$ cat config.mk
export PLATFORM = sky130hd
export DESIGN_NAME = fw_digest_check
export DESIGN_NICKNAME = d
export VERILOG_FILES = /design/src/rtl/fw_digest_check.sv
export SDC_FILE = /design/constraint.sdc
export NUM_CORES = 1
export LEC_CHECK = 0
export ABC_AREA = 1
export CAP_MARGIN = 20
export CORE_UTILIZATION = 50
export CTS_CLUSTER_DIAMETER = 150
export DETAILED_ROUTE_END_ITERATION = 10
export PLACE_DENSITY_LB_ADDON = 0.05
export SYNTH_ARGS = -nofsm -noshare
export SYNTH_HDL_FRONTEND = slang
export SYNTH_SLANG_ARGS = --single-unit
$ cat constraint.sdc
create_clock -name clk -period 2.15 [get_ports clk]
set_input_delay 0.43 -clock clk [delete_from_list [all_inputs] [get_ports clk]]
set_output_delay 0.43 -clock clk [all_outputs]
set_load 0.005 [all_outputs]
$ cat src/rtl/fw_digest_check.sv
// fw_digest_check: streams a firmware image through a rotate-XOR digest and
// compares the result against a trusted signature held in boot ROM.
module fw_digest_check #(
    parameter logic [7:0]  INIT_DIGEST = 8'h5A,
    parameter int unsigned TIMEOUT     = 255
) (
    input  logic       clk,
    input  logic       rst,
    input  logic       start,
    input  logic [7:0] fw_len,
    input  logic [7:0] trusted_sig,
    input  logic [7:0] fw_data,
    input  logic       fw_valid,
    output logic       fw_ready,
    output logic       busy,
    output logic       done,
    output logic       firmware_valid,
    output logic       fw_error
);

    typedef enum logic [1:0] {
        IDLE    = 2'd0,
        LOAD    = 2'd1,
        COMPARE = 2'd2,
        DONE    = 2'd3
    } state_t;

    // Timer value seen on the last idle cycle before expiry; the increment on
    // that cycle is what would take the timer to TIMEOUT-1.
    localparam logic [7:0] TIMER_LAST = 8'(TIMEOUT - 2);

    state_t     state, state_next;
    logic [7:0] digest;
    logic [7:0] len;
    logic [7:0] count;
    logic [7:0] timer;
    logic       xfer;
    logic       last_byte;
    logic       expired;

    assign xfer      = fw_valid & fw_ready;
    assign last_byte = (count == len - 8'd1);
    assign expired   = (timer == TIMER_LAST);

    // Next-state selection and state-decoded status outputs
    always_comb begin
        state_next = state;
        busy       = 1'b0;
        done       = 1'b0;
        case (state)
            IDLE: begin
                if (start) begin
                    state_next = (fw_len != 8'd0) ? LOAD : DONE;
                end
            end
            LOAD: begin
                busy = 1'b1;
                if (xfer) begin
                    if (last_byte) begin
                        state_next = COMPARE;
                    end
                end else if (expired) begin
                    state_next = DONE;
                end
            end
            COMPARE: begin
                busy       = 1'b1;
                state_next = DONE;
            end
            DONE: begin
                done       = 1'b1;
                state_next = IDLE;
            end
            default: state_next = IDLE;
        endcase
    end

    // State register, digest datapath, idle timer and registered verdict flags
    always_ff @(posedge clk) begin
        if (rst) begin
            state          <= IDLE;
            fw_ready       <= 1'b0;
            digest         <= INIT_DIGEST;
            len            <= '0;
            count          <= '0;
            timer          <= '0;
            firmware_valid <= 1'b0;
            fw_error       <= 1'b0;
        end else begin
            state    <= state_next;
            fw_ready <= (state_next == LOAD);
            case (state)
                IDLE: begin
                    if (start) begin
                        firmware_valid <= 1'b0;
                        if (fw_len != 8'd0) begin
                            len      <= fw_len;
                            digest   <= INIT_DIGEST;
                            count    <= '0;
                            timer    <= '0;
                            fw_error <= 1'b0;
                        end else begin
                            fw_error <= 1'b1;
                        end
                    end
                end
                LOAD: begin
                    if (xfer) begin
                        digest <= {digest[6:0], digest[7]} ^ fw_data;
                        count  <= count + 8'd1;
                        timer  <= '0;
                    end else if (expired) begin
                        fw_error       <= 1'b1;
                        firmware_valid <= 1'b0;
                    end else begin
                        timer <= timer + 8'd1;
                    end
                end
                COMPARE: begin
                    firmware_valid <= (digest == trusted_sig);
                    fw_error       <= 1'b0;
                end
                default: ;
            endcase
        end
    end

endmodule
; ---- Word-level counts from Yosys, hierarchy flattened
; Cells that the tools add are included.
[word_totals]
register_bits = 37
latchBits = 0
ramBits = 0
romBits = 0
input_bits = 28
out_inout_bits = 5
word_cells = 63
n_memories = 0
[op_classes]
add_sub_neg = 3
mul = 0
div_mod_pow = 0
n_lt_le_gt_ge = 0
eq_ne = 13
shifts = 0
mux = 28
n_bitwise = 2
reduce_logical = 9
[ops]
columns = op, count
row1 = 8-bit two-way mux, 8
row2 = 8-bit case mux with 2 select lines, 3
row3 = "8-bit by 1-bit adder with 8-bit output, second input constant", 2
row4 = 8-bit equality test, 2
row5 = 4-bit AND reduction, 3
row6 = 2-bit two-way mux, 5
row7 = "2-bit inequality test, second input constant", 5
row8 = 1-bit two-way mux, 9
row9 = "8-bit equality test, second input constant", 1
row10 = 2-bit case mux with 4 select lines, 1
row11 = 8-bit nonzero test, 1
row12 = "8-bit by 1-bit subtractor with 8-bit output, second input constant", 1
row13 = 8-bit XOR, 1
row14 = 1-bit case mux with 3 select lines, 2
row15 = "2-bit by 1-bit equality test with 1-bit output, second input constant", 2
row16 = "2-bit equality test, second input constant", 2
row17 = "3-bit inequality test, second input constant", 1
row18 = 3-bit AND reduction, 1
row19 = 3-bit nonzero test, 1
row20 = 2-bit logical NOT, 1
row21 = 2-bit nonzero test, 1
row22 = 2-bit OR reduction, 1
row23 = 1-bit AND, 1

; ---- Logic depth before layout (Yosys ltp)
[depth]
depth_word = 6
mapped_depth = 16
mapped_depth_nobuf = 16

; ---- Least setup slack after synthesis
; Ideal clock, no wire load.
[synth_timing]
path_type = register to register
start = reg state[1]
end = reg count[7]
setup_ns = 0.134
arrival_ns = 1.583
required_ns = 2.016
path_slack_ns = 0.432
path_stages_with_launch = 13
path_buffers = 0
period_less_slack_ns = 1.718
cell_sequence = dfxtp_1 inv_1 ha_1 inv_2 nor2_1 a21oi_2 inv_2 nor2_8 nand2_2 nor2_4 nand3_1 nor2_1 nor3b_2
[synth_between]
elab_chain_len = 3
[synth_lines]
columns = item, line_no
row1 = from (decl), 32  ; state_t state, state_next;
row2 = from (signal assigned), 90  ; state <= state_next;
row3 = 2-bit by 1-bit equality test with 1-bit output or 2-bit logical NOT (tied branches), 92  ; case (state)
row4 = 2-bit inequality test (no source line) or 2-bit nonzero test (tied branches), --
row5 = 4-bit AND reduction (no source line), --
row6 = to (signal assigned), 110  ; count <= count + 8'd1;
row7 = to (decl), 35  ; logic [7:0] count;
; Parallel ways exist; a longest one is shown, timed or not.
; A chain may end at the register's enable or synchronous reset.

; ---- Final worst setup path
[layout_timing]
start = reg state[0]
end = out busy
[layout_between]
elab_chain_len = 3
[layout_lines]
columns = item, line_no
row1 = 2-bit by 1-bit equality test with 1-bit output or 2-bit equality test (tied branches), 50  ; case (state)
row2 = 2-bit OR reduction (no source line) (*), --
row3 = 1-bit two-way mux (*), 50
row4 = to (decl), 15  ; output logic busy,
; Mark *: on every way between the ends. The rest lies on a longest branch, timed or not.

==> results.json <==
{
  "status": "completed",
  "cpLargestDelayFamily": "buffers and inverters",
  "whs_path_depth": 2,
  "syn_area_sq_um": 2256,
  "holdCritStartpoint": "len[1]",
  "track_usage": 0.2103,
  "antenna_found_initial": 0,
  "fin_skew_ps": 5.678,
  "synth-simple-area-share": 0.3006,
  "grt_pass1_vias": 1919,
  "synthToLayoutAreaGrowth_pct": 23.29,
  "crit_chain": "inv_1, ha_1, clkdlybuf4s50_1",
  "mostFrequentLayoutCell": "nand2_1",
  "synth-xor-area-share": 0.03494,
  "synthCells": 330,
  "synth_top_cell_area_share": 0.3283,
  "crit_arrival_ps": 1620,
  "rows": 24,
  "synth_top_family_by_area": "simple AND/OR/NAND/NOR gates",
  "fin_crit_sh": 0.9556,
  "worstHoldPathType": "reg2reg",
  "cts_tree": "yes",
  "path_class": "reg2out",
  "die_h_um": 69.17,
  "drc": 0,
  "worst-path-buf-inv": 2,
  "grt_first_pass_wirelength_mm": 8.211,
  "final_util": 0.6388,
  "die_x_um": 69.17,
  "yosysWarnings": 0,
  "drt_iter0_markers": 103,
  "overflow": 0,
  "die_area_sq_um": 4784,
  "peakVddDrop_mv": 0.4250,
  "post_cts_resized": 0,
  "synth-seq-cells": 37,
  "post_route_cells_drive_above_1_share": 0.1150,
  "fin_nets": 410,
  "final_cell_mix": "70 x nand2_1, 42 x inv_1, 37 x dfxtp_1, 32 x a21oi_1, 32 x clkdlybuf4s50_1",
  "grt_max_degree": 17,
  "rsz0062_at_grt": "false",
  "max_slew_margin": 0.6295,
  "start_util": 0.5181,
  "max_freq_ghz": 0.4868,
  "final.setup.worst_slack_ps": 95.57,
  "dpl.cell_count": 418,
  "routabilityCongestion": 0.8602,
  "slowest_stage": "clkdlybuf4s50_1",
  "p_leak_nw": 1.190,
  "ys_seq_area_frac": 0.3283,
  "hold-path-endpoint": "len[1]",
  "io-pin-count": 33,
  "cts-buffers-inserted": 5,
  "power.density_nw_per_um2": 752.6,
  "syn_nets": 367,
  "finalNonFillerCells": 426,
  "synth_compound_area_frac": 0.1852,
  "io_buffer_count": 32,
  "drv_cap": 0,
  "vias": 2157,
  "path_clk_slew_ps": 70,
  "max_stage_delay_ps": 510,
  "critPathRequiredTime_ps": 1720,
  "r2r_cells": 12,
  "tightest_slew_ps": 552.1,
  "core_sq_um": 4354,
  "period_minus_slack_ps": 2054,
  "dp_hpwl_mm": 3.756,
  "clock_path_buffers": 2,
  "fin_setup_tns_ps": 0,
  "fillers": 419,
  "post-cts-setup-buffers": 0,
  "postRouteAntennaNets": 0,
  "cp-start-kind": "register",
  "yosys.area.top_type": "dfxtp_1",
  "antenna_cells": 0,
  "post_drt_via_cell_ratio": 5.063,
  "report.final.slew_viol_count": 0,
  "hold_buffers": 0,
  "synth_fa_ha_area_frac": 0.04992,
  "drt_wl_total_mm": 4.719,
  "avgSynthCellArea_sq_um": 6.836,
  "wl_per_cell_um": 11.08,
  "htreeDepth": 2,
  "crit_path_max_fanout": 4,
  "hold_violations": 0,
  "endpoint_kind": "primary output",
  "root_buffer": "clkbuf_8",
  "clkSinkCount": 37,
  "ys_types": 39,
  "setup_violations": 0,
  "r2r_end": "count[7]",
  "muxShareOfSynthArea": 0,
  "regToRegSetupSlack_ps": 240,
  "dp_slack_ps": -10.85,
  "clk_latency_ps": 290,
  "r2r-start": "state[0]",
  "firstDrtPassIters": 4,
  "synth.area.top_cells": "dfxtp_1 33%, nand2_1 12%, a21oi_1 7.1%"
}
through the flow:
stage | total power, mW | hold WS, ps | instance area [sq um]
6_report | 2.093 | 485.8 | 2781
2_1_floorplan | 1.352 | 457.5 | 2256
4_1_cts | 2.110 | 489.2 | 2781
3_5_place_dp | 1.578 | 479.1 | 2680
5_1_grt | 2.251 | 502.6 | 2781
3_3_place_gp | 1.567 | 475.5 | 2680
worst max path at each step:
stage / startpoint / end / slack, ps / depth (start not counted)
6_report: state[0] / busy / 100 / 3
5_1_grt: state[0] / busy / 10 / 3
4_1_cts: state[0] / busy / 80 / 3
3_5_place_dp: fw_len[5] / timer[2] / -10 / 10
3_3_place_gp: fw_len[5] / timer[2] / 9 / 10
2_1_floorplan: state[1] / count[7] / 430 / 12
worst register-to-register path, cell delays in order (launching register included):
cell and delay (ps):
dfxtp_1 380, inv_1 100, ha_1 230, inv_2 140, nor2_1 90, inv_1 100
o21ai_4 100, nor2_8 140, nand2_2 110, nor2_4 110, nand3_1 90, nor2_1 130
nor3b_2 50
synthesized netlist by cell type (all sizes together):
| master | number |
|---|---|
| nand2 | 72 |
| inv | 51 |
| dfxtp | 37 |
| a21oi | 33 |
| nor2 | 33 |
| o21ai | 29 |
| nand3 | 21 |
| ha | 9 |
| nor3 | 7 |
| xnor2 | 6 |
| a211oi | 4 |
| buf | 4 |
| nor3b | 4 |
| nand4 | 3 |
| o211ai | 3 |
| or2 | 3 |
| xor2 | 3 |
| clkbuf | 2 |
| nor4 | 2 |
| o22ai | 2 |
| a2111oi | 1 |
| a221oi | 1 |
power breakdown:
group / switching (mW) / internal (mW)
clock network: 0.242 / 0.290
logic: 0.416 / 0.313
registers: 0.0637 / 0.769
registers in the layout (all words and copies together) (netlist names):
signal / flops
fw_error: 1
fw_ready: 1
digest: 8
count: 8
state: 2
firmware_valid: 1
len: 8
timer: 8
final cells by class:
type / count / area, sq um / area share
clock buffers: 7 / 96.34 / 0.03464
flip-flops and latches: 37 / 740.7 / 0.2663
repair buffers: 42 / 395.4 / 0.1422
clock inverters: 1 / 5.005 / 0.001799
multi-input cells: 236 / 1287 / 0.4629
well taps: 52 / 65.06 / 0.02339
inverters: 51 / 191.4 / 0.06883
kinds of logic after synthesis:
logic type / after synthesis
XOR/XNOR: 9
AND/OR/NAND/NOR: 145
AO/OA/AOI/OAI: 73
adder cells (fa/ha/maj): 9
buffers and inverters: 57
flip-flops: 37
layer usage:
| layer | up-vias | global-route usage | share of wire |
|---|---|---|---|
| li1 | 1160 | - | - |
| met1 | 974 | 0.2701 | 0.49 |
| met2 | 18 | 0.3495 | 0.47 |
| met3 | 5 | 0.04360 | 0.025 |
| met4 | 0 | 0.07256 | 0.013 |
| met5 | - | 0 | 0 |
(Power assumes the default switching activity.)
